## src/rtl/instr_word_loader_pkg.sv

```systemverilog
// Shared debug-unit definitions for the instruction word loader:
// loader states, word geometry and the end-of-program marker.
package instr_word_loader_pkg;

    localparam int BYTE_WIDTH         = 8;
    localparam int BYTES_PER_WORD     = 4;
    localparam int INSTRUCT_MEM_WIDTH = BYTES_PER_WORD * BYTE_WIDTH;
    localparam int ADDR_WIDTH         = 8;
    localparam int BYTE_CNT_W         = $clog2(BYTES_PER_WORD);

    localparam logic [INSTRUCT_MEM_WIDTH-1:0] HALT_WORD = 32'hFFFF_FFFF;

    typedef enum logic [1:0] {
        ST_IDLE  = 2'd0,
        ST_RECV  = 2'd1,
        ST_WRITE = 2'd2,
        ST_DONE  = 2'd3
    } loader_state_e;

endpackage

```

## src/rtl/instr_word_loader_if.sv

```systemverilog
// Byte input, session control and instruction-memory write port of the loader.
// The loader itself connects through the slave modport.
interface instr_word_loader_if;
    import instr_word_loader_pkg::*;

    logic                          i_load_start;
    logic                          i_rx_done;
    logic [BYTE_WIDTH-1:0]         i_rx_data;
    logic                          o_mem_wr_en;
    logic [ADDR_WIDTH-1:0]         o_mem_addr;
    logic [INSTRUCT_MEM_WIDTH-1:0] o_mem_data;
    logic                          o_load_busy;
    logic                          o_load_done;
    logic                          o_overflow;

    modport master (
        output i_load_start, i_rx_done, i_rx_data,
        input  o_mem_wr_en, o_mem_addr, o_mem_data,
        input  o_load_busy, o_load_done, o_overflow
    );

    modport slave (
        input  i_load_start, i_rx_done, i_rx_data,
        output o_mem_wr_en, o_mem_addr, o_mem_data,
        output o_load_busy, o_load_done, o_overflow
    );

endinterface

```

## src/rtl/instr_word_loader_byte_word_packer.sv

```systemverilog
// Little-endian byte-to-word packer: collects BYTES_PER_WORD bytes and strobes
// o_word_valid together with the completed word on the last byte.
module instr_word_loader_byte_word_packer
    import instr_word_loader_pkg::*;
(
    input  logic                          i_clk,
    input  logic                          i_reset,
    input  logic                          i_clear,
    input  logic                          i_byte_valid,
    input  logic [BYTE_WIDTH-1:0]         i_byte_data,
    output logic                          o_word_valid,
    output logic [INSTRUCT_MEM_WIDTH-1:0] o_word
);

    localparam logic [BYTE_CNT_W-1:0] LAST_CNT = BYTE_CNT_W'(BYTES_PER_WORD - 1);

    logic [BYTE_CNT_W-1:0]         r_count;
    logic [INSTRUCT_MEM_WIDTH-1:0] r_assembly;
    logic [INSTRUCT_MEM_WIDTH-1:0] w_word;
    logic                          w_last;

    always_comb begin
        w_word = r_assembly;
        for (int k = 0; k < BYTES_PER_WORD; k++) begin
            if (r_count == BYTE_CNT_W'(k)) begin
                w_word[k*BYTE_WIDTH +: BYTE_WIDTH] = i_byte_data;
            end
        end
    end

    assign w_last       = (r_count == LAST_CNT);
    assign o_word_valid = i_byte_valid && w_last && !i_clear;
    assign o_word       = w_word;

    // A clear wins over a byte arriving in the same cycle.
    always_ff @(posedge i_clk or negedge i_reset) begin
        if (!i_reset) begin
            r_count    <= '0;
            r_assembly <= '0;
        end else if (i_clear) begin
            r_count    <= '0;
            r_assembly <= '0;
        end else if (i_byte_valid) begin
            if (w_last) begin
                r_count    <= '0;
                r_assembly <= '0;
            end else begin
                r_count    <= r_count + 1'b1;
                r_assembly <= w_word;
            end
        end
    end

endmodule

```

## src/rtl/instr_word_loader.sv

```systemverilog
// Instruction word loader: packs UART bytes into words and writes them to
// instruction memory at an auto-incrementing address until halt or full.
//
// state    | meaning
// ---------+-----------------------------------------------------------
// ST_IDLE  | after reset, no session yet; bytes ignored
// ST_RECV  | session active, collecting bytes of the next word
// ST_WRITE | one-cycle memory write of the completed word
// ST_DONE  | halt written or memory full; bytes ignored until restart
module instr_word_loader
    import instr_word_loader_pkg::*;
(
    input  logic                 i_clk,
    input  logic                 i_reset,
    instr_word_loader_if.slave   bus
);

    localparam logic [ADDR_WIDTH-1:0] ADDR_MAX = '1;

    loader_state_e                 r_state;
    logic                          r_mem_wr_en;
    logic [ADDR_WIDTH-1:0]         r_addr;
    logic [INSTRUCT_MEM_WIDTH-1:0] r_mem_data;
    logic                          r_busy;
    logic                          r_done;
    logic                          r_overflow;

    logic                          w_is_halt;
    logic                          w_at_top;
    logic                          w_write_ends;
    logic                          w_byte_accept;
    logic                          w_word_valid;
    logic [INSTRUCT_MEM_WIDTH-1:0] w_word;

    assign w_is_halt    = (r_mem_data == HALT_WORD);
    assign w_at_top     = (r_addr == ADDR_MAX);
    assign w_write_ends = w_is_halt || w_at_top;

    // A byte landing in the write cycle belongs to the next word only if the session continues.
    assign w_byte_accept = bus.i_rx_done &&
                           ((r_state == ST_RECV) || ((r_state == ST_WRITE) && !w_write_ends));

    instr_word_loader_byte_word_packer u_packer (
        .i_clk        (i_clk),
        .i_reset      (i_reset),
        .i_clear      (bus.i_load_start),
        .i_byte_valid (w_byte_accept),
        .i_byte_data  (bus.i_rx_data),
        .o_word_valid (w_word_valid),
        .o_word       (w_word)
    );

    always_ff @(posedge i_clk or negedge i_reset) begin
        if (!i_reset) begin
            r_state     <= ST_IDLE;
            r_mem_wr_en <= 1'b0;
            r_addr      <= '0;
            r_mem_data  <= '0;
            r_busy      <= 1'b0;
            r_done      <= 1'b0;
            r_overflow  <= 1'b0;
        end else begin
            r_mem_wr_en <= 1'b0;
            if (bus.i_load_start) begin
                r_state    <= ST_RECV;
                r_addr     <= '0;
                r_busy     <= 1'b1;
                r_done     <= 1'b0;
                r_overflow <= 1'b0;
            end else begin
                case (r_state)
                    ST_RECV: begin
                        if (w_word_valid) begin
                            r_mem_data  <= w_word;
                            r_mem_wr_en <= 1'b1;
                            r_state     <= ST_WRITE;
                        end
                    end
                    ST_WRITE: begin
                        if (w_is_halt) begin
                            r_state <= ST_DONE;
                            r_busy  <= 1'b0;
                            r_done  <= 1'b1;
                        end else if (w_at_top) begin
                            r_state    <= ST_DONE;
                            r_busy     <= 1'b0;
                            r_done     <= 1'b1;
                            r_overflow <= 1'b1;
                        end else begin
                            r_addr  <= r_addr + 1'b1;
                            r_state <= ST_RECV;
                        end
                    end
                    default: begin
                    end
                endcase
            end
        end
    end

    assign bus.o_mem_wr_en = r_mem_wr_en;
    assign bus.o_mem_addr  = r_addr;
    assign bus.o_mem_data  = r_mem_data;
    assign bus.o_load_busy = r_busy;
    assign bus.o_load_done = r_done;
    assign bus.o_overflow  = r_overflow;

endmodule

```

## src/flat_wrapper.sv

```systemverilog
// flat-port wrapper written by rule: the top's interface ports become plain ports
module instr_word_loader_flat import instr_word_loader_pkg::*;
  (i_clk, i_reset, bus_i_load_start, bus_i_rx_done, bus_i_rx_data, bus_o_mem_wr_en, bus_o_mem_addr, bus_o_mem_data, bus_o_load_busy, bus_o_load_done, bus_o_overflow);
  instr_word_loader_if bus_i ();
  input  logic i_clk;
  input  logic i_reset;
  input wire logic [$bits(bus_i.i_load_start)-1:0] bus_i_load_start;
  input wire logic [$bits(bus_i.i_rx_done)-1:0] bus_i_rx_done;
  input wire logic [$bits(bus_i.i_rx_data)-1:0] bus_i_rx_data;
  output wire logic [$bits(bus_i.o_mem_wr_en)-1:0] bus_o_mem_wr_en;
  output wire logic [$bits(bus_i.o_mem_addr)-1:0] bus_o_mem_addr;
  output wire logic [$bits(bus_i.o_mem_data)-1:0] bus_o_mem_data;
  output wire logic [$bits(bus_i.o_load_busy)-1:0] bus_o_load_busy;
  output wire logic [$bits(bus_i.o_load_done)-1:0] bus_o_load_done;
  output wire logic [$bits(bus_i.o_overflow)-1:0] bus_o_overflow;
  assign bus_i.i_load_start = bus_i_load_start;
  assign bus_i.i_rx_done = bus_i_rx_done;
  assign bus_i.i_rx_data = bus_i_rx_data;
  assign bus_o_mem_wr_en = bus_i.o_mem_wr_en;
  assign bus_o_mem_addr = bus_i.o_mem_addr;
  assign bus_o_mem_data = bus_i.o_mem_data;
  assign bus_o_load_busy = bus_i.o_load_busy;
  assign bus_o_load_done = bus_i.o_load_done;
  assign bus_o_overflow = bus_i.o_overflow;
  instr_word_loader u_core (.i_clk(i_clk), .i_reset(i_reset), .bus(bus_i));
endmodule
```

## config.mk

```make
export PLATFORM = sky130hd
export DESIGN_NAME = instr_word_loader_flat
export DESIGN_NICKNAME = d
export VERILOG_FILES = /design/src/rtl/instr_word_loader_pkg.sv /design/src/rtl/instr_word_loader_if.sv /design/src/rtl/instr_word_loader_byte_word_packer.sv /design/src/rtl/instr_word_loader.sv /design/src/flat_wrapper.sv
export SDC_FILE = /design/constraint.sdc
export NUM_CORES = 1
export LEC_CHECK = 0
export CORE_ASPECT_RATIO = 0.9
export CORE_MARGIN = 2
export CORE_UTILIZATION = 55
export CTS_CLUSTER_SIZE = 24
export DETAILED_ROUTE_END_ITERATION = 10
export PLACE_DENSITY_LB_ADDON = 0.25
export SLEW_MARGIN = 40
export SYNTH_ARGS = -nofsm -noshare
export SYNTH_HDL_FRONTEND = slang
export SYNTH_SLANG_ARGS = --single-unit
```

## constraint.sdc

```tcl
create_clock -name i_clk -period 6.1 [get_ports i_clk]
set_input_delay 1.83 -clock i_clk [delete_from_list [all_inputs] [get_ports i_clk]]
set_output_delay 1.83 -clock i_clk [all_outputs]
set_load 0.01 [all_outputs]
```

Word-level counts from Yosys, hierarchy flattened
Index checks and enable logic that the tools add are counted.
{ "word_totals": {"ff_bits": 80, "latchBits": 0, "mem_bits_rw": 0, "rom_bits": 0, "input_bits": 12, "out_inout_bits": 44, "wordCells": 74, "n_memories": 0} }
{ "op_classes": {"add_sub_neg": 2, "mul": 0, "div": 0, "n_lt_le_gt_ge": 0, "eq_ne": 10, "shift": 0, "n_mux": 33, "bitwise": 1, "reduce_logical": 19} }
{ "ops": {"columns": ["operator", "n"], "rows": [
  ["32-bit 2-to-1 mux", 3],
  ["8-bit 2-to-1 mux", 8],
  ["32-bit equality test, second input constant", 1],
  ["1-bit 2-to-1 mux", 14],
  ["2-bit 2-to-1 mux", 7],
  ["3-bit AND reduction", 3],
  ["8-bit by 1-bit adder with 8-bit output, second input constant", 1],
  ["8-bit equality test, second input constant", 1],
  ["2-bit equality test, second input constant", 3],
  ["2-bit nonzero test", 3],
  ["3-bit nonzero test", 2],
  ["2-bit by 1-bit equality test with 1-bit output, second input constant", 2],
  ["1-bit logical AND", 4],
  ["2-bit inequality test, second input constant", 2],
  ["2-bit one-hot mux with 2 select lines", 1],
  ["2-bit AND reduction", 2],
  ["3-bit inequality test, second input constant", 1],
  ["2-bit by 1-bit adder with 2-bit output, second input constant", 1],
  ["1-bit logical NOT", 2],
  ["2-bit logical NOT", 1],
  ["1-bit logical OR", 2],
  ["1-bit NOT", 1]
]} }

Depth between registers and ports, before layout
{ "logic_depth": {"ltp_word": 11, "depth_mapped": 9, "depth_no_buf": 6} }

Cells and area by module
From an unflattened synthesis, not the netlist that was laid out.
{ "hier_totals": {"cells_unflattened": 390, "area_unflattened_um2": 4630.7} }
{ "by_module_without_submodules": {"columns": ["module", "instances", "cells_per_inst", "area_per_inst_um2", "seq_area_each_um2"], "rows": [
  ["instr_word_loader_byte_word_packer", 1, 234, 2627.5, 850.8],
  ["instr_word_loader", 1, 156, 2003.2, 1151.1]
]} }

Worst setup path after synthesis
No wires, ideal clock.
{ "synth_path": {"path_kind": "input port to flip-flop", "from": "in bus_i_rx_done", "to": "reg u_core.r_mem_data[12], in the netlist u_core.bus.o_mem_data[12]", "setup_time_ps": 82, "t_arrival_ps": 2783, "required_time_ps": 6018, "slack_ps": 3235, "stages": 7, "path_buffers": 2, "path_cell_list": "nand3_1 > or3_1 > clkbuf_1 > clkinv_1 > buf_2 > nor2_1 > a31oi_1"} }
{ "synth_via": {"elab_chain_cells": 4} }
{ "synth_lines": {"columns": ["item", "line_no", "source"], "rows": [
  ["start: declaration", "flat_wrapper.sv:8", "input wire logic [$bits(bus_i.i_rx_done)-1:0] bus_i_rx_done;"],
  ["1-bit logical AND", "instr_word_loader.sv:40", "assign w_byte_accept = bus.i_rx_done &&"],
  ["1-bit logical AND (2 in series)", "instr_word_loader_byte_word_packer.sv:32", "assign o_word_valid = i_byte_valid && w_last && !i_clear;"],
  ["3-bit AND reduction (no line)", null, null],
  ["end signal: assignment", "instr_word_loader.sv:74", "r_mem_data <= w_word;"],
  ["end: declaration", "instr_word_loader.sv:23", "logic [INSTRUCT_MEM_WIDTH-1:0] r_mem_data;"]
]} }
Every way passes these cells.
A chain may end at the register's enable or synchronous reset.

Final worst setup path
{ "layout_path": {"from": "in bus_i_rx_done", "to": "reg u_core.r_mem_data[9], in the netlist u_core.bus.o_mem_data[9]"} }
The elaborated chain is that of the path after synthesis.

==> flow_summary.toml <==
[status]
status = "completed"

[route]
postRouteAntennaNets = 0
detail_route.vias_per_cell = 5.94
post_drt_wl_per_cell_um = 17.3
drtPass1Iterations = 4
detail_route.iter0.violations = 290
routed-via-count = 3261
drc = 0
detailed_route_wl_um = 9490

[critical_path]
critical_path.n_buffers_inverters = 3
crit_path_end_kind = "flip-flop"
cp_cell_sequence = "clkdlybuf4s50_1 -> nand3_1 -> or3_2 -> clkinv_1 -> buf_4 -> nor2_1 -> a31oi_1"
cp.required_ns = 6.37
crit_type = "primary input to flip-flop"
ff2ff_setup_slack_ns = 3.84
worst_path_largest_cell_delay_ns = 0.67
critical_path_arrival_ns = 3.88
critical_path.slowest_cell = "or3_2"
critical-path-top-delay-family = "buffers and inverters"
timing.critical_path.from_type = "primary input"
timing.critical_path.fanout_max = 35

[synthesis]
synth_top_area_cell = "dfrtp_1"
yosysMostFrequentCell = "dfrtp_1"
synth-edff-count = 0
synth-seq-area-share = 0.494
yosysUniqueCellTypes = 39
syn_inst = 414
mappedNetlistNets = 431
synth_top_area_share = 0.494
synth_common_cells = "80 x dfrtp_1, 38 x nand2_1, 35 x a31oi_1"
syn-mean-instance-area_um2 = 9.78
synth_ff_type = "dfrtp_1"
ys_warn_count = 0
asyncSetResetFlopFracSynth = 1.00
postSynthRegisterBits = 80
syn_area_um2 = 4050
synth_area_leaders = "dfrtp_1 49%, a31oi_1 5.4%, a211o_1 4.3%"

[pwr]
total_leakage_power_nw = 1.89
finalPower_mw = 1.19
cellInternalPower_mw = 0.866
power.combinational.fraction = 0.166
pwr_density_cell_nw_per_um2 = 248
power.net_switching_mw = 0.324
sw_frac_of_total = 0.272
irDropWorstVdd_mv = 0.244
clock_power_share = 0.328
sequentialPowerShare = 0.505

[grt]
global_route.peak_usage_layer = "met2"
grt-ovfl-total = 0
groute.layer.met2.usage = 0.382
grt_max_degree = 81
grt_antenna_before_repair = 0
global_route.usage.met1 = 0.352
grt_pass1_wl_um = 15700
grt_util_met3 = 0.0613
grt_pass1_vias = 3145
groute.usage.overall = 0.251

[cts]
htree_num_levels = 3
cts_resized = 0
clock_sinks = 80
ctsHoldBuffers = 0
cts_max_path_buffers = 2
cts_tree = "built"
clk_latency_ns = 0.35
cts.reportedPaths.clkPinSlew_ns = 0.08
postCtsSetupBuffers = 0
numCtsBuffers = 9
clock-root-buffer = "clkbuf_8"

[placed_design]
port_buffers = 55
globalplace.congestion = 0.780
place_hpwl_um = 5980

[floorplan]
std_cell_rows = 29
die_h_um = 85.4
initial_core_util = 0.572
top_level_port_count = 56
core_um2 = 7080
die_x_um = 94.5
dieArea_um2 = 8070

[timing]
setup_total_negative_slack_ns = 0
timing.final.crit_share = 0.592
period_needed_ns = 3.61
max_slew.worst_pin.slew_ns = 0.726
timing.max_slew.rel_slack = 0.516
maxClockFrequency_mhz = 277
final-setup-viol-count = 0
finalHoldViolations = 0
fin_skew_ns = 0.0111
final-max-slew-violation-count = 0
grt_setup_unrepaired = "no"

[worst_hold_path]
worstHoldPathType = "flip-flop to flip-flop"

[layout]
final_nets = 469
post_route_cells_drive_above_1_share = 0.129
synth_to_layout_area_growth_pct = 18.3
insertedDiodeCount = 0
utilization = 0.677

[run]
max_cap_viol_count = 0
==> cell type report <==
cell class	count	area [um^2]
clock buffers	10	138
clock inverters	5	56.3
fillers	598	2290
inverters	20	75.1
multi-input cells	282	1830
flip-flops and latches	80	2000
well taps	93	116
repair buffers	59	577
==> metal layers <==
| metal | vias to the layer above | part of all wire |
|---|---|---|
| met5 | - | 0 |
| met4 | 0 | 0.029 |
| met3 | 21 | 0.057 |
| met2 | 101 | 0.47 |
| met1 | 1583 | 0.44 |
| li1 | 1556 | - |
==> metrics by stage <==
stage | std cells | setup slack (ns) | cell area (um^2) | hold slack, ns
6_report | 549 | 2.49 | 4790 | 0.497
5_1_grt | 549 | 2.32 | 4790 | 0.526
4_1_cts | 549 | 2.48 | 4790 | 0.505
3_5_place_dp | 534 | 2.09 | 4590 | 0.491
3_3_place_gp | 534 | 2.20 | 4590 | 0.467
2_1_floorplan | 414 | 3.23 | 4050 | 0.473
==> flip-flops by register name, indices dropped and copies added, names as in the netlist <==
name	flops
u_core.bus.o_load_done	1
u_core.bus.o_mem_data	32
u_core.bus.o_load_busy	1
u_core.u_packer.r_count	2
u_core.r_state	2
u_core.bus.o_mem_addr	8
u_core.bus.o_mem_wr_en	1
u_core.u_packer.r_assembly	32
u_core.bus.o_overflow	1
==> worst paths after layout <==
| kind | from | endpoint | cells after the start |
|---|---|---|---|
| setup / recovery | bus_i_rx_done | u_core.bus.o_mem_data[9] | 7 |
| hold / removal | u_core.bus.o_load_busy | u_core.bus.o_load_busy | 1 |
| setup reg to reg | u_core.bus.o_mem_data[0] | u_core.u_packer.r_assembly[20] | 5 |
| hold reg to reg | u_core.bus.o_load_busy | u_core.bus.o_load_busy | 1 |
| max in group asynchronous | i_reset | u_core.bus.o_mem_data[13] | 1 |
| min in group asynchronous | i_reset | u_core.bus.o_mem_data[24] | 1 |
==> power by group through the flow <==
stage	clock (mW)	combinational (mW)	sequential, mW
6_report	0.390	0.198	0.601
5_1_grt	0.419	0.217	0.606
4_1_cts	0.399	0.199	0.601
3_5_place_dp	0	0.199	0.611
3_3_place_gp	0	0.191	0.610
2_1_floorplan	0	0.0852	0.617
==> cell usage in the layout (no fill, tap or decap), types with 2 or more instances in the layout <==
cell,Yosys,routed
a31o_2,2,2
a211oi_1,8,8
mux2_2,2,2
inv_1,19,19
nor2_1,28,28
a21oi_1,8,8
nand2_1,38,38
o32ai_1,7,7
o211ai_1,2,2
mux2i_1,16,16
nand4_1,10,10
buf_4,1,4
clkbuf_8,0,10
or2_2,17,17
a211o_1,20,20
nor4_4,2,2
ha_1,5,4
nor2b_1,4,4
nand2b_1,20,20
nand3_1,22,22
o21ai_0,16,16
clkdlybuf4s50_1,0,53
or3b_2,7,7
a31oi_1,35,35
dfrtp_1,80,80
clkinv_2,0,2
==> logic make-up (layout without fill, tap and decap cells) <==
family / after synthesis / in the layout / synth area share
and+or+nand+nor: 154 / 154 / 0.204
buffers and inverters: 52 / 94 / 0.0559
adders and majority gates: 5 / 5 / 0.0154
muxes: 19 / 19 / 0.0479
xor gates and xnor gates: 1 / 1 / 0.00216
DFF: 80 / 80 / 0.494
AOI/OAI and AO/OA: 103 / 103 / 0.181
Note: power is estimated with default switching activity, not from simulation.
==> edit: new RTL, config.mk and constraints unchanged <==
Reset style: synchronous (`i_reset`), changed in 2 clocked blocks.
--- a/src/rtl/instr_word_loader_byte_word_packer.sv
+++ b/src/rtl/instr_word_loader_byte_word_packer.sv
@@ -33,7 +33,7 @@
     assign o_word       = w_word;
 
     // A clear wins over a byte arriving in the same cycle.
-    always_ff @(posedge i_clk or negedge i_reset) begin
+    always_ff @(posedge i_clk) begin
         if (!i_reset) begin
             r_count    <= '0;
             r_assembly <= '0;
--- a/src/rtl/instr_word_loader.sv
+++ b/src/rtl/instr_word_loader.sv
@@ -50,7 +50,7 @@
         .o_word       (w_word)
     );
 
-    always_ff @(posedge i_clk or negedge i_reset) begin
+    always_ff @(posedge i_clk) begin
         if (!i_reset) begin
             r_state     <= ST_IDLE;
             r_mem_wr_en <= 1'b0;
Formal check against the unedited RTL: differs if i_reset is asserted again (counterexample within 4 cycles, from zero or initial values and one cycle with i_reset low); with i_reset held inactive, the same outputs for 10 cycles.
==> edit against the unedited design <==
Fmax is 4.6% higher. Worst setup slack better by 0.16 ns. Critical path type unchanged. Area after synthesis is 17% lower. Sequential cell count is 8 lower. Sequential share of layout area is 7.1 points lower. Wire length is 10% lower. Critical path depth is 3 lower. Core utilization is 4.0 points higher. Critical endpoint is now u_core.bus.o_mem_addr[6]. Design area is 13% lower.
Power is not compared: it rests on default switching activity, and its combinational part moved more than twofold at a synthesized area within 25%.
==> edit: results (changes against the unedited design) <==
nNonClkBuffers: 58  # -1.7%
wl_um: 8520  # -10%
min-delay-start: "u_core.bus.o_load_done"
synth_top_cells_by_count: "72 x dfxtp_1, 70 x nand2_1, 25 x mux2i_1"
ir_worst_vdd_v: 0.000221
endpoint: "u_core.bus.o_mem_addr[6]"
r2r_slack_ns: 3.71  # -0.13 ns
crit_path_max_fanout: 18  # -49%
antenna_found_initial: 0  # unchanged
leakage_nw: 1.71
gp_congestion: 0.785  # +0.54%
nClkBuffers: 11  # +1
outcome: "finished clean"
ys_warn_count: 0  # unchanged
drtIter0Drc: 296  # +2.1%
drt_pass1_iterations: 5  # +1
slowest_stage: "clkdlybuf4s50_1"
grt_pass1_wl_um: 13800  # -12%
worstMarginPinSlew_ns: 0.816  # +0.0899 ns
critPathLaunch: "i_reset"
r2r-end: "u_core.bus.o_mem_data[28]"
avgSynthCellArea_sq_um: 9.16  # -6.4%
reg2regPathDepth: 6  # +1
regArea_sq_mm: 0.00144  # -28%
multi_input_gates: 260  # -7.8%
whs_endpoint: "u_core.bus.o_load_done"
r2r_start: "u_core.u_packer.r_count[1]"
skew_ns: 0.00959  # -0.00152 ns
place_area_sq_mm: 0.00389  # -15%
port_buffers: 55  # unchanged
ys_types: 45  # +15%
final-nonclk-buf-share_pct: 14.1  # +2.1 points
cts_max_level: 3  # unchanged
grt_start_max_net_pins: 46  # -43%
area_growth_pct: 24.1
synth_nets: 382  # -11%
layout-drive-gt1-share_pct: 8.56  # -4.4 points
grt_pass1_vias: 2713  # -14%
crit_family: "simple AND/OR/NAND/NOR gates"
grt_usage_pct: 26.8  # +1.7 points
cts.sinks: 72  # -10%
vias: 3002  # -7.9%
multi_input_area_share_pct: 42.6  # +4.5 points
hpwl_um: 5510  # -7.8%
yosysSeqAreaShare_pct: 43.1  # -6.3 points
cts_setup_buffers: 0  # unchanged
ys.flop_type: "dfxtp_1"
clk_share_pct: 6.12  # +2.1 points
largest_reg_flops: 32
fillers: 429  # -28%
inv_count: 3  # -85%
worstPathArrival_ns: 3.76  # -0.12 ns
cpPeakStageDelay_ns: 0.74  # +0.07 ns
hold_slack_ns: 0.468  # -0.0288 ns
layout.nets: 421  # -10%
ys_async_sr_fraction_pct: 0  # -100 points
ys_top_cells_by_area: "dfxtp_1 43%, nand2_1 7.9%, mux2i_1 7.5%, o211a_1 7.2%, o22ai_1 3.2%"
==> edit: stage by stage <==
stage                     power [mW]  utilization [%]  worst slack [ns]  std cells
after floorplan                0.514                -              3.14        365
after global placement         0.535             67.2              2.33        463
after detailed placement       0.535             67.2              2.19        463
after CTS                       1.00             71.5              2.51        479
after global routing            1.03             71.7              2.54        479
final                           1.00             71.7              2.65        479
==> edit: power groups by stage <==
stage	registers (mW)	logic [mW]	clock network (mW)
floorplan	0.485	0.0295	0
global placement	0.484	0.0501	0
detailed placement	0.485	0.0509	0
CTS	0.474	0.0513	0.475
global route	0.474	0.0560	0.498
finish	0.474	0.0530	0.477
==> edit: layer usage <==
layer	routed length, um	up-vias	track usage [%]
met4	190	0	8.28
met1	3780	1445	35.9
met2	3970	122	41.3
met3	581	25	8.51
met5	0	-	0
li1	-	1410	-
==> edit: cell families after synthesis <==
family	count (synthesis)	synth area share, %
flops	72	43.1
simple gates	144	22.4
compound gates	86	20.8
fa+ha+maj	5	1.87
buf+inv	33	4.38
mux	25	7.49
